--- src/rtl/disp_digit_wr_sched.sv ---
// Round-robin scheduler for the digit display buffer write port: converts the
// granted requester's binary value to BCD (serial double-dabble) and writes its digits.
module disp_digit_wr_sched #(
    parameter int         NUM_REQ    = 3,
    parameter int         VAL_W      = 16,
    parameter int         NUM_DIG    = 5,
    parameter int         MAX_DISP   = 128,
    parameter int         LZ_BLANK   = 1,
    parameter logic [3:0] BLANK_CODE = 4'hF
) (
    input  logic                     disp_clk,
    input  logic                     rst_disp,
    input  logic [NUM_REQ-1:0]       i_req,
    input  logic [NUM_REQ*VAL_W-1:0] i_val,
    input  logic [NUM_REQ*7-1:0]     i_base_adr,
    output logic [NUM_REQ-1:0]       o_ack,
    output logic                     o_busy,
    output logic                     o_disp_wen,
    output logic                     o_disp_men,
    output logic [6:0]               o_disp_adr,
    output logic [3:0]               o_disp_d
);
    localparam int BCD_W = NUM_DIG * 4;
    localparam int PTR_W = $clog2(NUM_REQ);
    localparam int CNT_W = $clog2(VAL_W + NUM_DIG + 1);
    localparam logic [CNT_W-1:0] CONV_LAST = CNT_W'(VAL_W - 1);
    localparam logic [CNT_W-1:0] DIG_LAST  = CNT_W'(NUM_DIG - 1);
    localparam logic [CNT_W-1:0] CNT_ONE   = CNT_W'(1);

    typedef enum logic [1:0] {S_IDLE, S_LOAD, S_CONV, S_WRITE} state_e;

    state_e           state_q, state_d;
    logic [PTR_W-1:0] ptr_q,   ptr_d;
    logic [VAL_W-1:0] bin_q,   bin_d;
    logic [6:0]       base_q,  base_d;
    logic [BCD_W-1:0] bcd_q,   bcd_d;
    logic [CNT_W-1:0] cnt_q,   cnt_d;
    logic             seen_q,  seen_d;
    logic [NUM_REQ-1:0] ack_q, ack_d;
    logic             busy_q,  busy_d;
    logic             stb_n_q, stb_n_d;
    logic [6:0]       adr_q,   adr_d;
    logic [3:0]       dig_q,   dig_d;

    logic             found;
    logic [PTR_W-1:0] gnt;
    logic [PTR_W-1:0] idx;
    logic [BCD_W-1:0] bcd_nx;

    // First requester above the pointer wins, wrapping modulo NUM_REQ.
    always_comb begin
        found = 1'b0;
        gnt   = ptr_q;
        idx   = ptr_q;
        for (int i = 1; i <= NUM_REQ; i++) begin
            idx = PTR_W'((int'(ptr_q) + i) % NUM_REQ);
            if (!found && i_req[idx]) begin
                found = 1'b1;
                gnt   = idx;
            end
        end
    end

    // One double-dabble step; the carry out of the top digit is dropped (mod 10^NUM_DIG).
    always_comb begin
        logic [3:0] nib;
        logic       cin;
        bcd_nx = '0;
        cin    = bin_q[VAL_W-1];
        for (int n = 0; n < NUM_DIG; n++) begin
            nib = bcd_q[n*4 +: 4];
            if (nib >= 4'd5) nib = nib + 4'd3;
            bcd_nx[n*4 +: 4] = {nib[2:0], cin};
            cin = nib[3];
        end
    end

    logic             emit;
    logic             emit_seen;
    logic [CNT_W-1:0] emit_idx;
    logic [BCD_W-1:0] emit_src;
    logic [3:0]       emit_dig;
    logic [7:0]       emit_adr;

    always_comb begin
        // NOTE: every variable gets a default before the case so no path infers a latch.
        state_d   = state_q;
        ptr_d     = ptr_q;
        bin_d     = bin_q;
        base_d    = base_q;
        bcd_d     = bcd_q;
        cnt_d     = cnt_q;
        seen_d    = seen_q;
        ack_d     = '0;
        stb_n_d   = 1'b1;
        adr_d     = adr_q;
        dig_d     = dig_q;
        emit      = 1'b0;
        emit_seen = 1'b0;
        emit_idx  = '0;
        emit_src  = '0;
        emit_dig  = '0;
        emit_adr  = '0;

        unique case (state_q)
            S_IDLE: begin
                if (found) begin
                    ptr_d      = gnt;
                    bin_d      = i_val[int'(gnt)*VAL_W +: VAL_W];
                    base_d     = i_base_adr[int'(gnt)*7 +: 7];
                    ack_d[gnt] = 1'b1;
                    state_d    = S_LOAD;
                end
            end
            S_LOAD: begin
                bcd_d   = '0;
                cnt_d   = '0;
                state_d = S_CONV;
            end
            S_CONV: begin
                bin_d = bin_q << 1;
                bcd_d = bcd_nx;
                if (cnt_q == CONV_LAST) begin
                    emit     = 1'b1;
                    emit_src = bcd_nx;
                    cnt_d    = '0;
                    state_d  = S_WRITE;
                end else begin
                    cnt_d = cnt_q + CNT_ONE;
                end
            end
            S_WRITE: begin
                if (cnt_q == DIG_LAST) begin
                    state_d = S_IDLE;
                end else begin
                    emit      = 1'b1;
                    emit_idx  = cnt_q + CNT_ONE;
                    emit_src  = bcd_q;
                    emit_seen = seen_q;
                    cnt_d     = cnt_q + CNT_ONE;
                end
            end
            default: state_d = S_IDLE;
        endcase

        // Output registers are loaded one cycle ahead with the digit to show next.
        if (emit) begin
            emit_dig = emit_src[BCD_W-1 -: 4];
            emit_adr = {1'b0, base_q} + 8'(emit_idx);
            bcd_d    = emit_src << 4;
            seen_d   = emit_seen || (emit_dig != 4'd0);
            adr_d    = emit_adr[6:0];
            dig_d    = (LZ_BLANK != 0 && !seen_d && emit_idx != DIG_LAST) ? BLANK_CODE : emit_dig;
            stb_n_d  = (int'(emit_adr) >= MAX_DISP);
        end

        busy_d = (state_d != S_IDLE);
    end

    // NOTE: registers use non-blocking assignments so all flops sample pre-edge values.
    always_ff @(posedge disp_clk) begin
        if (rst_disp) begin
            state_q <= S_IDLE;
            ptr_q   <= PTR_W'(NUM_REQ - 1);
            bin_q   <= '0;
            base_q  <= '0;
            bcd_q   <= '0;
            cnt_q   <= '0;
            seen_q  <= 1'b0;
            ack_q   <= '0;
            busy_q  <= 1'b0;
            stb_n_q <= 1'b1;
            adr_q   <= '0;
            dig_q   <= '0;
        end else begin
            state_q <= state_d;
            ptr_q   <= ptr_d;
            bin_q   <= bin_d;
            base_q  <= base_d;
            bcd_q   <= bcd_d;
            cnt_q   <= cnt_d;
            seen_q  <= seen_d;
            ack_q   <= ack_d;
            busy_q  <= busy_d;
            stb_n_q <= stb_n_d;
            adr_q   <= adr_d;
            dig_q   <= dig_d;
        end
    end

    assign o_ack      = ack_q;
    assign o_busy     = busy_q;
    assign o_disp_wen = stb_n_q;
    assign o_disp_men = stb_n_q;
    assign o_disp_adr = adr_q;
    assign o_disp_d   = dig_q;
endmodule
--- config.mk ---
export PLATFORM = sky130hd
export DESIGN_NAME = disp_digit_wr_sched
export DESIGN_NICKNAME = d
export VERILOG_FILES = /design/src/rtl/disp_digit_wr_sched.sv
export SDC_FILE = /design/constraint.sdc
export NUM_CORES = 1
export LEC_CHECK = 0
export ABC_AREA = 1
export CORE_UTILIZATION = 57
export CTS_CLUSTER_SIZE = 25
export DETAILED_ROUTE_END_ITERATION = 16
export PLACE_DENSITY = 0.84
export RECOVER_POWER = 50
export SLEW_MARGIN = 10
export SYNTH_ARGS = -nofsm -noshare
export SYNTH_HDL_FRONTEND = slang
export SYNTH_SLANG_ARGS = --single-unit
export TNS_END_PERCENT = 20
--- constraint.sdc ---
create_clock -name disp_clk -period 4.5 [get_ports disp_clk]
set_input_delay 1.35 -clock disp_clk [delete_from_list [all_inputs] [get_ports disp_clk]]
set_output_delay 1.35 -clock disp_clk [all_outputs]
set_load 0.1 [all_outputs]
==> impl_metrics.json, run 1 <==
{
  "status": "finished clean",
  "first_pass_iters": 5,
  "ctsResizeCount": 0,
  "synth_seq_cells": 69,
  "drive_gt1_frac": 0.0743,
  "ys_seq_area_frac": 0.291,
  "syn2layout_area_growth_pct": 22.9,
  "cts_root_buf": "clkbuf_8",
  "die_x_um": 93.2,
  "drt_iter0_markers": 259,
  "grt_setup_unrepaired": "no",
  "ys.flop_type": "dfxtp_1",
  "critPathMaxStageDelay_ns": 0.56,
  "synth_cell_types": 43,
  "post-place-ws_ns": 0.761,
  "place_congestion": 0.919,
  "clock_latency_ns": 0.35,
  "dr.max_layer_used": "met4",
  "worstSetupPathType": "in -> reg",
  "h-tree-depth": 3,
  "cap_violations": 0,
  "finalCoreUtilization": 0.740,
  "syn_inst": 741,
  "ys_warn_count": 0,
  "syn_area_sq_mm": 0.00475,
  "place_hpwl_mm": 8.90,
  "cts_max_path_buffers": 2,
  "synth_edf_count": 0,
  "overflow": 0,
  "drc": 0,
  "wirelength_met1_mm": 5.31,
  "start_kind": "input port",
  "grt_max_degree": 34,
  "final_common_cell": "nand2_1",
  "hp-class": "reg -> reg",
  "p_leak_nw": 2.64,
  "cts_tree": "built",
  "die_area_sq_mm": 0.00869,
  "rows": 32,
  "fin_crit_sh": 0.810,
  "hold_viol_final": 0,
  "num_antenna_cells": 0,
  "async_reset_ff_frac": 0,
  "cts_sinks": 69,
  "fin_tns_setup_ns": 0,
  "relSlewSlack": 0.241,
  "wire_per_inst_um": 12.9,
  "fin_skew_ns": 0.0120,
  "cts_setup_buffers": 0,
  "grtUsageTotal": 0.291,
  "ios": 91,
  "cts-buffers-inserted": 9,
  "synth.avg_cell_area_sq_um": 6.40,
  "routed-wl-met2_mm": 5.85,
  "final_cell_mix": "nand2_1, clkdlybuf4s50_1, inv_1, dfxtp_1, nand3_1",
  "end_kind": "register",
  "p_per_area_mw_per_mm2": 593,
  "timing.hold.ws_ns": 0.452,
  "clkTransAtPathRegs_ns": 0.08,
  "io_buffers": 90,
  "nets": 918,
  "final.setup.worst_slack_ns": 0.854,
  "viasPerCell": 5.38,
  "vias": 4962,
  "period_minus_slack_ns": 3.65,
  "max-vdd-ir-drop_mv": 0.634,
  "finalSetupViolCount": 0,
  "coreArea_sq_mm": 0.00789,
  "start_util": 0.602,
  "fmax_mhz": 274,
  "drt_wl_total_mm": 12.0,
  "antenna_found_initial": 0,
  "final_cell_area_sq_mm": 0.00583,
  "cts_hold_buf": 0,
  "slowest_stage": "dlygate4sd3_1",
  "path_max_fanout": 31,
  "tightestPinTransition_ns": 1.14,
  "chipHeight_um": 93.2,
  "slew_viol_final": 0,
  "critPathArrivalTime_ns": 3.91,
  "dr_wl_met3_um": 639,
  "grt_pass1_wl_mm": 20.5,
  "cp_cell_sequence": "dlygate4sd3_1 > inv_1 > o21ai_0 > nand2_1 > nand3_4 > nor2_4 > inv_2 > nand2_4 > nor2_4 > nand2_1 > nand3_1 > nand2_1 > a21oi_1",
  "required_ns": 4.77,
  "dpl-instance-area_sq_mm": 0.00567,
  "cpMostUsedCell": "nand2_1",
  "syn_nets": 842,
  "ant_nets": 0,
  "grt_pass1_vias": 4742
}
[sequential cells by signal, indices dropped and copies added, names as in the netlist]
signal,flops
bcd_q,20
bin_q,16
base_q,7
o_disp_adr,7
cnt_q,5
o_disp_d,4
o_ack,3
ptr_q,2
state_q,2
o_busy,1
o_disp_men,1
seen_q,1
[metal layers]
metal / track usage / vias up
met2: 0.506 / 168
li1: - / 2552
met1: 0.358 / 2223
met4: 0.0846 / 0
met3: 0.0634 / 19
met5: 0 / -
[power breakdown]
group	switching, mW	total (mW)	internal, mW
combinational	1.51	2.20	0.691
clock	0.234	0.476	0.241
sequential	0.0591	0.785	0.725
total	1.80	3.46	1.66
[worst max-delay path: cells and delay by family]
family | cells | cell delay [ns]
buffers and inverters | 3 | 1.00
AOI/OAI and AO/OA | 2 | 0.35
and+or+nand+nor | 8 | 1.21
[cells by family (layout without fill, tap and decap cells)]
kind of cell	after synthesis	count (layout)	synth area share
buffers and inverters	123	203	0.107
multiplexers	1	1	0.00211
XOR/XNOR	10	10	0.0185
flip-flops	69	69	0.291
AO/OA/AOI/OAI	148	148	0.177
AND/OR/NAND/NOR	363	363	0.332
adder cells (fa/ha/maj)	27	27	0.0728
[path summary, 6_finish.rpt]
kind	start	to	cells after the start	slack [ns]
worst min register to register	o_disp_d[0]$_SDFFE_PP0P_	o_disp_d[0]$_SDFFE_PP0P_	2	0.45
worst max-delay path	i_req[2]	bin_q[0]$_SDFFE_PP0P_	13	0.85
worst min-delay path	o_disp_d[0]$_SDFFE_PP0P_	o_disp_d[0]$_SDFFE_PP0P_	2	0.45
worst max register to register	cnt_q[0]$_SDFFE_PP0P_	o_disp_adr[6]$_SDFFE_PP0P_	14	1.14
[cells in the mapped netlist, types with 8 or more instances]
cell type / n / area [sq um]
a21oi_1: 46 / 230
a31oi_1: 13 / 81.3
buf_2: 11 / 55.1
clkbuf_1: 14 / 52.6
dfxtp_1: 69 / 1380
ha_1: 26 / 325
inv_1: 81 / 304
inv_2: 8 / 30.0
nand2_1: 197 / 739
nand3_1: 67 / 335
nor2_1: 60 / 225
o21ai_0: 46 / 230
o21ai_1: 15 / 75.1
or2_2: 22 / 138
xor2_1: 9 / 78.8
[through the flow]
| step | power (mW) | cells |
|---|---|---|
| floorplan | 2.62 | 741 |
| global placement | 2.91 | 908 |
| detailed placement | 2.98 | 908 |
| CTS | 3.46 | 923 |
| global route | 3.81 | 923 |
| finish | 3.46 | 923 |
[final cells by class]
type                    count  area, sq um
well taps                 102          128
repair buffers             98          946
fillers                   632         2050
clock inverters             3         20.0
inverters                  90          338
clock buffers              12          165
multi-input cells         549         2860
flip-flops and latches     69         1380
(Power assumes the default switching activity.)
==> run 2, diff against run 1 <==
--- a/config.mk
+++ b/config.mk
@@ -6,10 +6,10 @@
 export NUM_CORES = 1
 export LEC_CHECK = 0
 export ABC_AREA = 1
-export CORE_UTILIZATION = 57
+export CORE_UTILIZATION = 48
 export CTS_CLUSTER_SIZE = 25
 export DETAILED_ROUTE_END_ITERATION = 16
-export PLACE_DENSITY = 0.84
+export PLACE_DENSITY = 0.75
 export RECOVER_POWER = 50
 export SLEW_MARGIN = 10
 export SYNTH_ARGS = -nofsm -noshare
==> constraint.sdc (replaced) <==
create_clock -name disp_clk -period 3 [get_ports disp_clk]
set_input_delay 0.9 -clock disp_clk [delete_from_list [all_inputs] [get_ports disp_clk]]
set_output_delay 0.9 -clock disp_clk [all_outputs]
set_load 0.1 [all_outputs]
==> impl_metrics.json, run 2 (same netlist as run 1, synthesis figures left out) <==
{
  "r2r_end": "bcd_q[0]$_SDFFE_PP0P_",
  "post-place-ws_ns": -0.0191,
  "rows": 35,
  "fin_tns_setup_ns": 0,
  "ff2ff_path_depth": 10,
  "syn2layout_area_growth_pct": 24.2,
  "status": "finished clean",
  "final_common_cell": "nand2_1",
  "vias": 4945,
  "cts_hold_buf": 0,
  "slew_viol_final": 0,
  "start_kind": "input port",
  "num_antenna_cells": 0,
  "ant_nets": 0,
  "place_inst": 942,
  "seqPwrFrac": 0.215,
  "ctsResizeCount": 0,
  "place_hpwl_mm": 8.84,
  "cts_max_path_buffers": 2,
  "drive_gt1_frac": 0.0881,
  "share_comb_of_total_power": 0.628,
  "fin_crit_sh": 0.903,
  "period_minus_slack_ns": 2.71,
  "die_x_um": 101,
  "cts_sinks": 69,
  "h-tree-depth": 3,
  "p_clk_frac": 0.157,
  "tightestPinTransition_ns": 1.19,
  "instances_no_fill": 958,
  "grt_pass1_wl_mm": 20.4,
  "ios": 91,
  "swShare": 0.501,
  "max-vdd-ir-drop_mv": 0.646,
  "io_buffers": 90,
  "hold_depth": 2,
  "end_kind": "register",
  "worstSetupPathType": "in -> reg",
  "worst_hold_path.endpoint": "o_disp_d[3]$_SDFFE_PP0P_",
  "relSlewSlack": 0.213,
  "start_util": 0.504,
  "cts-buffers-inserted": 9,
  "required_ns": 3.27,
  "fmax_mhz": 369,
  "final.setup.worst_slack_ns": 0.292,
  "antenna_found_initial": 0,
  "cts_setup_buffers": 0,
  "multiInputGateArea_sq_mm": 0.00286,
  "grtUsageTotal": 0.242,
  "cts_root_buf": "clkbuf_8",
  "overflow": 0,
  "p_leak_nw": 2.65,
  "wire_per_inst_um": 12.4,
  "die_area_sq_mm": 0.0103,
  "hold_viol_final": 0,
  "final_cell_mix": "nand2_1, inv_1, clkdlybuf4s50_1, dfxtp_1, nand3_1",
  "regArea_sq_mm": 0.00138,
  "nets": 925,
  "dpl-instance-area_sq_mm": 0.00574,
  "hp-class": "reg -> reg",
  "hp-start": "o_disp_d[3]$_SDFFE_PP0P_",
  "p_sw_mw": 2.74,
  "grt_max_degree": 49,
  "drt_iter0_markers": 224,
  "intPower_mw": 2.72,
  "grt_setup_unrepaired": "no",
  "coreArea_sq_mm": 0.00942,
  "largest_registers": "bcd_q x20, bin_q x16",
  "path_max_fanout": 15,
  "largest-register": "bcd_q",
  "clkTransAtPathRegs_ns": 0.09,
  "cap_violations": 0,
  "first_pass_iters": 5,
  "drt_wl_total_mm": 11.9,
  "finalSetupViolCount": 0,
  "critPathArrivalTime_ns": 2.98,
  "chipHeight_um": 101,
  "r2r_slack_ns": 0.37,
  "r2r-start": "cnt_q[0]$_SDFFE_PP0P_",
  "fillers": 904,
  "drc": 0,
  "finalCoreUtilization": 0.626,
  "fin_skew_ns": 0.0118,
  "cts_tree": "built",
  "largest_reg_flops": 20,
  "p_per_area_mw_per_mm2": 926,
  "grt_pass1_vias": 4707,
  "place_congestion": 0.866,
  "viasPerCell": 5.16,
  "final_cell_area_sq_mm": 0.00589,
  "clock_latency_ns": 0.35
}
-- run 2: critical path: stages --
cell and delay (ns):
clkdlybuf4s50_1 0.49, inv_1 0.07, o21ai_0 0.25, nand2_2 0.16
nand2_1 0.09, nor2_1 0.07, inv_2 0.06, nand2_2 0.11
inv_1 0.37, nand2_1 0.17, nor3_1 0.23
-- run 2: area by class of cell --
class                      instances  area share
timing repair buffer             105       0.158
multi-input combinational        549       0.486
clock buffer                       9      0.0210
inverter                          90      0.0573
sequential                        69       0.234
clock inverter                     7      0.0168
tap                              129      0.0274
-- run 2: power by group through the flow --
stage,clock network [mW],logic [mW],registers [mW]
6_report,0.857,3.43,1.17
3_5_place_dp,0,3.45,1.19
3_3_place_gp,0,3.36,1.19
5_1_grt,0.911,3.91,1.19
4_1_cts,0.867,3.46,1.17
2_1_floorplan,0,2.62,1.31
-- run 2: worst max path at each step --
stage / from / to / depth (start not counted)
floorplan: cnt_q[0]$_SDFFE_PP0P_ / o_disp_adr[6]$_SDFFE_PP0P_ / 14
global placement: i_req[1] / bin_q[14]$_SDFFE_PP0P_ / 11
detailed placement: i_req[1] / bin_q[12]$_SDFFE_PP0P_ / 11
CTS: i_req[1] / bin_q[9]$_SDFFE_PP0P_ / 11
global route: i_req[2] / bin_q[3]$_SDFFE_PP0P_ / 14
finish: i_req[2] / o_ack[2]$_SDFF_PP0_ / 11
-- run 2: per-layer routing --
metal	GRT usage	share of wire
met3	0.0483	0.037
met2	0.425	0.49
met1	0.302	0.47
met5	0	0
met4	0.0635	0.0087
-- run 2: through the flow --
stage               hold WS [ns]  power (mW)
finish                     0.455        5.46
global route               0.482        6.02
CTS                        0.459        5.50
detailed placement         0.446        4.64
global placement           0.441        4.55
floorplan                  0.439        3.93
